[config.mk]
export PLATFORM = sky130hd
export DESIGN_NAME = spi_master
export DESIGN_NICKNAME = d
export VERILOG_FILES = /design/src/rtl/spi_pkg.sv /design/src/rtl/spi_clkgen.sv /design/src/rtl/spi_master.sv
export SDC_FILE = /design/constraint.sdc
export NUM_CORES = 1
export LEC_CHECK = 0
export BUFFER_PORTS_ARGS = -buffer_cell sky130_fd_sc_hd__buf_4
export CAP_MARGIN = 0
export CORE_UTILIZATION = 50
export DETAILED_ROUTE_END_ITERATION = 7
export GPL_ROUTABILITY_DRIVEN = 0
export PLACE_DENSITY = 0.71
export SKIP_CTS_REPAIR_TIMING = 1
export SYNTH_ARGS = -nofsm -noshare
export SYNTH_HDL_FRONTEND = slang
export SYNTH_SLANG_ARGS = --single-unit
[constraint.sdc]
create_clock -name clk -period 3.05 [get_ports clk]
set_clock_uncertainty 0.2 [all_clocks]
set_input_delay 0.305 -clock clk [delete_from_list [all_inputs] [get_ports clk]]
set_output_delay 0.305 -clock clk [all_outputs]
set_load 0.01 [all_outputs]
[src/rtl/spi_pkg.sv]
// Shared SPI definitions: FSM state encoding, frame geometry and write-flag position.
package spi_pkg;

    localparam int SPI_WIDTH  = 8;
    localparam int SPI_CLKDIV = 4;

    localparam logic [2:0] IDLE  = 3'd0;
    localparam logic [2:0] SETUP = 3'd1;
    localparam logic [2:0] SHIFT = 3'd2;
    localparam logic [2:0] HOLD  = 3'd3;
    localparam logic [2:0] GAP   = 3'd4;

    function automatic int frame_bits(input int w);
        return 2 * w;
    endfunction

    // Frame bit carrying the write flag (MSB of the command byte, 1 = write).
    function automatic int wr_flag_bit(input int w);
        return 2 * w - 1;
    endfunction

endpackage

[src/rtl/spi_clkgen.sv]
// Half-period counter producing sclk plus one-cycle strobes for the edge that raises or lowers it.
module spi_clkgen #(
    parameter int CLKDIV = 4
) (
    input  logic clk_i,
    input  logic rst_i,
    input  logic en_i,
    input  logic launch_i,
    output logic rise_tick_o,
    output logic fall_tick_o,
    output logic sclk_o
);
    localparam int CW = $clog2(CLKDIV);
    localparam logic [CW-1:0] CNT_MAX = CW'(CLKDIV - 1);

    logic [CW-1:0] cnt_q, cnt_d;
    logic          sclk_q, sclk_d;
    logic          wrap_s;

    // Strobes are asserted in the cycle before the edge that moves sclk.
    always_comb begin
        wrap_s      = en_i && (cnt_q == CNT_MAX);
        rise_tick_o = launch_i || (wrap_s && !sclk_q);
        fall_tick_o = wrap_s && sclk_q;
        if (en_i && !wrap_s) begin
            cnt_d = cnt_q + CW'(1'b1);
        end else begin
            cnt_d = {CW{1'b0}};
        end
        if (rise_tick_o) begin
            sclk_d = 1'b1;
        end else if (fall_tick_o) begin
            sclk_d = 1'b0;
        end else begin
            sclk_d = sclk_q;
        end
    end

    // Counter and sclk registers.
    always_ff @(posedge clk_i or posedge rst_i) begin
        if (rst_i) begin
            cnt_q  <= {CW{1'b0}};
            sclk_q <= 1'b0;
        end else begin
            cnt_q  <= cnt_d;
            sclk_q <= sclk_d;
        end
    end

    assign sclk_o = sclk_q;

endmodule

[src/rtl/spi_master.sv]
// SPI mode-0 initiator: one {command, data} frame per accepted start, sequenced SETUP, SHIFT, HOLD, GAP.
// The GAP guarantees clkdiv cycles of cs high; a start on its last cycle chains straight into SETUP.
module spi_master
    import spi_pkg::*;
#(
    parameter int width  = SPI_WIDTH,
    parameter int clkdiv = SPI_CLKDIV
) (
    input  logic             clk,
    input  logic             reset,
    input  logic             start,
    input  logic             rw,
    input  logic [width-2:0] addr,
    input  logic [width-1:0] wdata,
    output logic             busy,
    output logic             done,
    output logic [width-1:0] rdata,
    output logic             sclk,
    output logic             cs,
    output logic             mosi,
    input  logic             miso
);
    localparam int FRAME_BITS = frame_bits(width);
    localparam int WR_BIT     = wr_flag_bit(width);
    localparam int BW         = $clog2(FRAME_BITS);
    localparam int CW         = $clog2(clkdiv);
    localparam logic [CW-1:0] WAIT_MAX = CW'(clkdiv - 1);
    localparam logic [BW-1:0] LAST_BIT = BW'(FRAME_BITS - 1);
    localparam logic [BW-1:0] RX_FIRST = BW'(width);

    logic [2:0]            state_q, state_d;
    logic [CW-1:0]         wait_q, wait_d;
    logic [BW-1:0]         bit_q, bit_d;
    logic [FRAME_BITS-1:0] tx_q, tx_d;
    logic [width-1:0]      rx_q, rx_d;
    logic [width-1:0]      rdata_q, rdata_d;
    logic                  rw_q, rw_d;
    logic                  busy_q, busy_d;
    logic                  cs_q, cs_d;
    logic                  mosi_q, mosi_d;
    logic                  done_q, done_d;

    logic [FRAME_BITS-1:0] frame_s;
    logic                  wait_done_s, launch_s, load_s;
    logic                  rise_tick_s, fall_tick_s, sclk_s;

    spi_clkgen #(.CLKDIV(clkdiv)) u_clkgen (
        .clk_i       (clk),
        .rst_i       (reset),
        .en_i        (state_q == SHIFT),
        .launch_i    (launch_s),
        .rise_tick_o (rise_tick_s),
        .fall_tick_o (fall_tick_s),
        .sclk_o      (sclk_s)
    );

    // Next-state logic for the frame sequencer, shift registers and pin registers.
    always_comb begin
        wait_done_s = (wait_q == WAIT_MAX);
        launch_s    = (state_q == SETUP) && wait_done_s;
        frame_s     = {rw, addr, rw ? wdata : {width{1'b0}}};
        load_s      = start && ((state_q == IDLE) || ((state_q == GAP) && wait_done_s));

        state_d = state_q;
        wait_d  = wait_q;
        bit_d   = bit_q;
        tx_d    = tx_q;
        rx_d    = rx_q;
        rdata_d = rdata_q;
        rw_d    = rw_q;
        busy_d  = busy_q;
        cs_d    = cs_q;
        mosi_d  = mosi_q;
        done_d  = 1'b0;

        if (load_s) begin
            state_d = SETUP;
            wait_d  = {CW{1'b0}};
            bit_d   = {BW{1'b0}};
            tx_d    = frame_s;
            rx_d    = {width{1'b0}};
            rw_d    = rw;
            busy_d  = 1'b1;
            cs_d    = 1'b0;
            mosi_d  = frame_s[WR_BIT];
        end else begin
            case (state_q)
                IDLE: begin
                    state_d = IDLE;
                end
                SETUP: begin
                    if (wait_done_s) begin
                        state_d = SHIFT;
                        wait_d  = {CW{1'b0}};
                    end else begin
                        wait_d  = wait_q + CW'(1'b1);
                    end
                end
                SHIFT: begin
                    // Only bits arriving during the data byte are kept.
                    if (rise_tick_s && (bit_q >= RX_FIRST)) begin
                        rx_d = {rx_q[width-2:0], miso};
                    end else begin
                        rx_d = rx_q;
                    end
                    if (fall_tick_s && (bit_q == LAST_BIT)) begin
                        state_d = HOLD;
                        bit_d   = {BW{1'b0}};
                        mosi_d  = 1'b0;
                    end else if (fall_tick_s) begin
                        bit_d   = bit_q + BW'(1'b1);
                        tx_d    = {tx_q[FRAME_BITS-2:0], 1'b0};
                        mosi_d  = tx_q[FRAME_BITS-2];
                    end else begin
                        bit_d   = bit_q;
                    end
                end
                HOLD: begin
                    if (wait_done_s) begin
                        state_d = GAP;
                        wait_d  = {CW{1'b0}};
                        cs_d    = 1'b1;
                        done_d  = 1'b1;
                        rdata_d = rw_q ? rdata_q : rx_q;
                    end else begin
                        wait_d  = wait_q + CW'(1'b1);
                    end
                end
                GAP: begin
                    if (wait_done_s) begin
                        state_d = IDLE;
                        wait_d  = {CW{1'b0}};
                        busy_d  = 1'b0;
                    end else begin
                        wait_d  = wait_q + CW'(1'b1);
                    end
                end
                default: begin
                    state_d = IDLE;
                    wait_d  = {CW{1'b0}};
                    bit_d   = {BW{1'b0}};
                    busy_d  = 1'b0;
                    cs_d    = 1'b1;
                    mosi_d  = 1'b0;
                end
            endcase
        end
    end

    // State and output registers.
    always_ff @(posedge clk or posedge reset) begin
        if (reset) begin
            state_q <= IDLE;
            wait_q  <= {CW{1'b0}};
            bit_q   <= {BW{1'b0}};
            tx_q    <= {FRAME_BITS{1'b0}};
            rx_q    <= {width{1'b0}};
            rdata_q <= {width{1'b0}};
            rw_q    <= 1'b0;
            busy_q  <= 1'b0;
            cs_q    <= 1'b1;
            mosi_q  <= 1'b0;
            done_q  <= 1'b0;
        end else begin
            state_q <= state_d;
            wait_q  <= wait_d;
            bit_q   <= bit_d;
            tx_q    <= tx_d;
            rx_q    <= rx_d;
            rdata_q <= rdata_d;
            rw_q    <= rw_d;
            busy_q  <= busy_d;
            cs_q    <= cs_d;
            mosi_q  <= mosi_d;
            done_q  <= done_d;
        end
    end

    assign busy  = busy_q;
    assign done  = done_q;
    assign rdata = rdata_q;
    assign sclk  = sclk_s;
    assign cs    = cs_q;
    assign mosi  = mosi_q;

endmodule
==> results of run 1 <==
cell usage after synthesis, types with 2 or more instances:
cell | n | share of area, %
sky130_fd_sc_hd__dfrtp_1 | 47 | 51
sky130_fd_sc_hd__mux2i_1 | 18 | 7.8
sky130_fd_sc_hd__a31oi_1 | 3 | 0.81
sky130_fd_sc_hd__nor3_1 | 3 | 0.65
sky130_fd_sc_hd__buf_2 | 5 | 1.1
sky130_fd_sc_hd__nor2_2 | 2 | 0.54
sky130_fd_sc_hd__o21ai_0 | 5 | 1.1
sky130_fd_sc_hd__inv_1 | 12 | 2.0
sky130_fd_sc_hd__a21oi_1 | 7 | 1.5
sky130_fd_sc_hd__nand3_1 | 8 | 1.7
sky130_fd_sc_hd__nor2_1 | 12 | 2.0
sky130_fd_sc_hd__buf_6 | 3 | 1.5
sky130_fd_sc_hd__ha_1 | 4 | 2.2
sky130_fd_sc_hd__and3_1 | 2 | 0.54
sky130_fd_sc_hd__a22o_1 | 2 | 0.76
sky130_fd_sc_hd__nor3b_1 | 3 | 0.98
sky130_fd_sc_hd__and2_1 | 2 | 0.54
sky130_fd_sc_hd__nand2_1 | 16 | 2.6
sky130_fd_sc_hd__mux2_2 | 27 | 13
flip-flops by register name (all words and copies together) (netlist names):
signal / cells
tx_q: 15
busy: 1
rdata: 8
u_clkgen.sclk_o: 1
rx_q: 8
mosi: 1
cs: 1
done: 1
u_clkgen.cnt_q: 2
bit_q: 4
state_q: 3
rw_q: 1
wait_q: 2
cell type report:
class	instances	area [sq um]
flip-flops and latches	48	1202
multi-input cells	130	993.5
clock buffers	7	76.32
repair buffers	33	247.7
fillers	387	1749
inverters	12	45.04
well taps	52	65.06
clock inverters	1	5.005
cell families (layout without fill, tap and decap cells):
family	count (synthesis)	in the layout	synth area share, %
fa+ha+maj	4	4	2.173
simple gates	56	56	12.49
flops	48	48	52.20
xor+xnor	1	1	0.3803
mux	46	46	21.67
buf+inv	21	53	4.671
compound gates	23	23	6.410
per-stage QoR:
stage	setup slack, ns	cell area (sq um)	hold slack, ns	utilization [%]
finish	0.7601	2635	0.02416	60.10
global route	0.6552	2635	0.08207	60.10
global placement	0.8367	2554	0.2329	58.25
CTS	0.7728	2635	0.04868	60.10
detailed placement	0.7763	2554	0.2382	58.25
floorplan	1.010	2303	0.2150	-
power by group:
group,switching [W],internal [W]
logic,0.0000599,0.0000741
registers,0.0000203,0.000670
clock network,0.000200,0.000161
total,0.000280,0.000905
per-layer routing:
layer | routed length, um | vias up | GRT usage, %
li1 | - | 749 | -
met3 | 139 | 7 | 3.608
met5 | 0 | - | 0
met1 | 1970 | 733 | 25.12
met4 | 46 | 0 | 4.667
met2 | 1805 | 29 | 27.78
worst paths after layout:
path,depth (start not counted),to,from
max,5,mosi$_DFFE_PP0P_,wait_q[0]$_DFFE_PP0P_
min,2,rdata[4]$_DFFE_PP0P_,reset
max reg2reg,5,mosi$_DFFE_PP0P_,wait_q[0]$_DFFE_PP0P_
min reg2reg,1,u_clkgen.cnt_q[0]$_DFF_PP0_,u_clkgen.cnt_q[0]$_DFF_PP0_
max in group asynchronous,2,u_clkgen.cnt_q[0]$_DFF_PP0_,reset
min in group clk,3,tx_q[0]$_DFFE_PP0P_,wdata[0]
critical path, cell delays in order, from the launching register on:
cell and delay, ns:
sky130_fd_sc_hd__dfrtp_1 0.40, sky130_fd_sc_hd__ha_1 0.27, sky130_fd_sc_hd__nand2b_4 0.19, sky130_fd_sc_hd__and3_4 0.43, sky130_fd_sc_hd__or2_0 0.35, sky130_fd_sc_hd__mux2_4 0.33
==> impl_metrics.toml, run 1 <==
[outcome]
run_status = "complete, no violations"

[logic_synthesis]
syn_area_cell_sq_um = 11.58
ys_seq_area_share_pct = 52.20
summed_instance_area_of_the_synthesized_netlist_sq_um = 2303
synth.yosys.warnings = 0
yosysUniqueCellTypes = 37
synth-edff-count = 0
ys_ff_latch = 48
ys_dominant_reg_cell = "sky130_fd_sc_hd__dfrtp_1"
syn_inst = 199
synthArstFlopShare_pct = 100.0
syn-num-nets = 223

[timing]
tightestPinTransition_ns = 0.9508
rsz0062_at_grt = "no"
max_clock_freq_mhz = 436.7
final-hold-violation-count = 0
timing.setup.tns_ns = 0
report.final.setup_viol = 0
layout_worst_path_cycle_share_pct = 75.08
finalCriticalPeriod_ns = 2.290
timing.max_slew.rel_slack_pct = 36.52
report.final.slew_viol_count = 0

[route]
dr.first_iter.drc_count = 118
final_antenna_net_count = 0
drc = 0
post_drt_wl_per_cell_um = 14.00
firstDrtPassIters = 4
vias_per_cell = 5.364
route.vias.total = 1518
postRouteWirelength_um = 3961

[clock_tree]
cts.reportedPaths.clkPinSlew_ns = 0.08
clock_sinks = 48
cts_buffers = 5
tritoncts = "done"
ctsLongestPathBuffers = 2
cts_htree_levels = 2
clk_root_buffer_cell = "sky130_fd_sc_hd__clkbuf_8"
clock_latency_ns = 0.29

[critical_path]
worstPathArrival_ns = 2.28
timing.critical_path.required_ns = 3.04
worst_setup_path_start_kind = "register"
critPathCaptureType = "register"
r2r_slack_ns = 0.76
path_max_fanout = 28
crit_type = "register to register"

[layout]
layout.cells.most_common_list = "47 x sky130_fd_sc_hd__dfrtp_1, 33 x sky130_fd_sc_hd__buf_4, 27 x sky130_fd_sc_hd__mux2_2"
final_common_cell = "sky130_fd_sc_hd__dfrtp_1"
antennaDiodeCount = 0
layout-drive-gt1-share_pct = 32.47
area.growth.synth_to_final_pct = 14.39
layout.cells.non_filler = 283
final_net_count = 254

[die]
floorplan.initialDensity_pct = 52.54
die_h_um = 69.88
placeableCoreArea_sq_um = 4384
rows = 24
boundaryPins = 33
horizontal_die_dimension_um = 69.88
design.die.area_sq_um = 4883

[power_and_ir_drop]
power.leakage_nw = 1.185
totalPowerFinal_w = 0.001185
pwr_density_cell_nw_per_um2 = 449.7
max-vdd-ir-drop_uv = 289.1

[job]
drv_cap = 0

[grt]
maximum_number_of_pins_on_one_net_before_global_route_repair = 49
grt_first_pass_wirelength_um = 6865
grt_antenna_before_repair = 0
overflow = 0
grt_util_all_layers_pct = 17.66
grt_pass1_vias = 1543

[placed_design]
detailed_place_hpwl_um = 2760
dpl.cell_count = 275
numPortBuffers = 32

[min_path]
min_path_type = "input pin to async pin"
No activity file was read; power rests on OpenSTA's default activity.
==> run 2, diff against run 1 <==
--- a/config.mk
+++ b/config.mk
@@ -5,12 +5,13 @@
 export SDC_FILE = /design/constraint.sdc
 export NUM_CORES = 1
 export LEC_CHECK = 0
+export ABC_AREA = 1
 export BUFFER_PORTS_ARGS = -buffer_cell sky130_fd_sc_hd__buf_4
 export CAP_MARGIN = 0
 export CORE_UTILIZATION = 50
 export DETAILED_ROUTE_END_ITERATION = 7
 export GPL_ROUTABILITY_DRIVEN = 0
-export PLACE_DENSITY = 0.71
+export PLACE_DENSITY = 0.74
 export SKIP_CTS_REPAIR_TIMING = 1
 export SYNTH_ARGS = -nofsm -noshare
 export SYNTH_HDL_FRONTEND = slang
==> constraint.sdc (replaced) <==
create_clock -name clk -period 2.1 [get_ports clk]
set_clock_uncertainty 0.2 [all_clocks]
set_input_delay 0.21 -clock clk [delete_from_list [all_inputs] [get_ports clk]]
set_output_delay 0.21 -clock clk [all_outputs]
set_load 0.01 [all_outputs]
==> run 2 against run 1 <==
The run now ends with hold timing left. Final cell count increased by 33%. Total power increased by 43%. Design area increased by 7.2%. Global-route usage increased by 2.1 points. Largest cell class unchanged. Core utilization increased by 2.6 points. Critical endpoint is now tx_q[1]$_DFFE_PP0P_. Register-to-register slack got worse by 0.57 ns.
==> impl_metrics.toml, run 2 <==
[outcome]
run_status = "finished with violations"
violated_checks = "hold timing"

[layout]
area.growth.synth_to_final_pct = 17.13
largest_register_ff_count = 15
largest_register = "tx_q"
final_common_cell = "sky130_fd_sc_hd__nand2_1"
final_net_count = 348
regArea_sq_um = 1202
antennaDiodeCount = 0
final.fill_count = 394
layout-drive-gt1-share_pct = 17.54
layout.cells.most_common_list = "114 x sky130_fd_sc_hd__nand2_1, 47 x sky130_fd_sc_hd__dfrtp_1, 40 x sky130_fd_sc_hd__nand3_1"
fin_util_pct = 62.69
combined_area_of_the_multi_input_logic_cells_sq_um = 1050

[clock_tree]
tritoncts = "done"
cts.reportedPaths.clkPinSlew_ns = 0.09
clock_sinks = 48
cts_buffers = 5
clock_latency_ns = 0.30
cts_htree_levels = 2
ctsLongestPathBuffers = 2
clk_root_buffer_cell = "sky130_fd_sc_hd__clkbuf_8"

[logic_synthesis]
summed_instance_area_of_the_synthesized_netlist_sq_um = 2411
ys_ff_latch = 48
syn_inst = 291
yosysMostFrequentCell = "sky130_fd_sc_hd__nand2_1"
syn-num-nets = 315
area_share_of_the_largest_cell_type_after_synthesis_pct = 48.78
synth.yosys.warnings = 0
synthArstFlopShare_pct = 100.0
synth_top_cell_by_area = "sky130_fd_sc_hd__dfrtp_1"
ys_dominant_reg_cell = "sky130_fd_sc_hd__dfrtp_1"
synthTopCellsByArea = "sky130_fd_sc_hd__dfrtp_1 49%, sky130_fd_sc_hd__nand2_1 18%, sky130_fd_sc_hd__nand3_1 8.3%"
syn_area_cell_sq_um = 8.285
synth_common_cells = "114 x sky130_fd_sc_hd__nand2_1, 47 x sky130_fd_sc_hd__dfrtp_1, 40 x sky130_fd_sc_hd__nand3_1"
ys_seq_area_share_pct = 49.87
yosysUniqueCellTypes = 29
synth-edff-count = 0

[timing]
timing.max_slew.rel_slack_pct = 65.11
final-hold-violation-count = 5
report.final.setup_viol = 0
report.final.slew_viol_count = 0
finalCriticalPeriod_ns = 1.906
rsz0062_at_grt = "no"
layout_worst_path_cycle_share_pct = 90.78
tightestPinTransition_ns = 0.5226
timing.setup.tns_ns = 0
max_clock_freq_mhz = 524.5
final.hold.worst_slack_ns = -0.02607

[critical_path]
reg2regPathDepth = 8
crit_type = "register to register"
worst_setup_path_start_kind = "register"
timing.critical_path.required_ns = 2.14
critPathCaptureType = "register"
path_max_fanout = 12
worstPathArrival_ns = 1.94

[grt]
grt_first_pass_wirelength_um = 7893
overflow = 0
gr-usage-met2_pct = 29.74
grt_util_all_layers_pct = 19.78
grt_use_met3_pct = 4.079
grt-busiest-layer = "met2"
grtUsageMet1_pct = 29.04
grt_antenna_before_repair = 0
maximum_number_of_pins_on_one_net_before_global_route_repair = 43
grt_pass1_vias = 1782

[route]
drc = 0
dr.first_iter.drc_count = 104
postRouteWirelength_um = 4442
post_drt_wl_per_cell_um = 11.78
vias_per_cell = 5.098
firstDrtPassIters = 4
route.vias.total = 1922
final_antenna_net_count = 0

[power_and_ir_drop]
power.leakage_nw = 1.525
max-vdd-ir-drop_uv = 428.6
pwr_density_cell_nw_per_um2 = 600.9

[die]
horizontal_die_dimension_um = 71.44
rows = 24
boundaryPins = 33
design.die.area_sq_um = 5104
die_h_um = 71.44
floorplan.initialDensity_pct = 53.53
placeableCoreArea_sq_um = 4504

[job]
drv_cap = 0

[placed_design]
numPortBuffers = 32
detailed_place_hpwl_um = 3122

[min_path]
min_path_type = "input pin to register"
whs_path_depth = 3
[run 2: through the flow]
stage | hold WS, ns | setup WS, ns | power [W] | instance area (sq um) | cells
global placement | 0.08941 | 0.2457 | 0.001015 | 2673 | 366
global route | 0.007208 | 0.04011 | 0.001759 | 2824 | 377
floorplan | 0.1310 | 0.4048 | 0.0009749 | 2411 | 291
CTS | -0.2415 | 0.1922 | 0.001707 | 2794 | 374
detailed placement | 0.09517 | 0.2052 | 0.001016 | 2673 | 366
finish | -0.02607 | 0.1935 | 0.001697 | 2824 | 377
[run 2: area by class of cell]
type | instances | share of cell area (%)
Sequential cell | 48 | 42.58
Multi-Input combinational cell | 213 | 37.17
Timing Repair Buffer | 38 | 11.25
Clock buffer | 6 | 2.924
Inverter | 18 | 2.393
Tap cell | 52 | 2.304
Clock inverter | 2 | 1.374
[run 2: per-layer routing]
metal	vias up	wire (um)
met2	39	1952
met3	7	139
met5	-	0
met4	0	57
li1	1006	-
met1	870	2292
[run 2: path summary, 6_finish.rpt]
check                                             from                          end  slack [ns]
min                                               miso          rx_q[0]$_DFFE_PP0P_       -0.03
max reg2reg                      wait_q[0]$_DFFE_PP0P_          tx_q[1]$_DFFE_PP0P_        0.19
min reg2reg                u_clkgen.cnt_q[0]$_DFF_PP0_  u_clkgen.cnt_q[0]$_DFF_PP0_        0.24
max in group asynchronous                        reset          rx_q[3]$_DFFE_PP0P_        0.88
min in group asynchronous                        reset         tx_q[12]$_DFFE_PP0P_        0.30
max                              wait_q[0]$_DFFE_PP0P_          tx_q[1]$_DFFE_PP0P_        0.19
[run 2: cells by family after synthesis]
family / count (synthesis) / synth area share [%]
and+or+nand+nor: 183 / 35.34
DFF: 48 / 49.87
buffers and inverters: 30 / 6.590
AOI/OAI and AO/OA: 25 / 5.760
adders and majority gates: 4 / 2.076
xor gates and xnor gates: 1 / 0.3633
[run 2: worst max-delay path: stages, from the launching register on]
cell and delay [ns]:
sky130_fd_sc_hd__dfrtp_1 0.40, sky130_fd_sc_hd__ha_1 0.24, sky130_fd_sc_hd__inv_2 0.14, sky130_fd_sc_hd__nand2_1 0.12
sky130_fd_sc_hd__nand3_4 0.18, sky130_fd_sc_hd__inv_1 0.22, sky130_fd_sc_hd__o21ai_0 0.22, sky130_fd_sc_hd__nand2_1 0.08
sky130_fd_sc_hd__nand2_1 0.06
[run 2: power by group]
part	internal [W]	total, W	switching (W)
clock	0.000389	0.000697	0.000307
sequential	0.000930	0.000936	0.00000579
combinational	0.0000343	0.0000641	0.0000298
total	0.00135	0.00170	0.000343
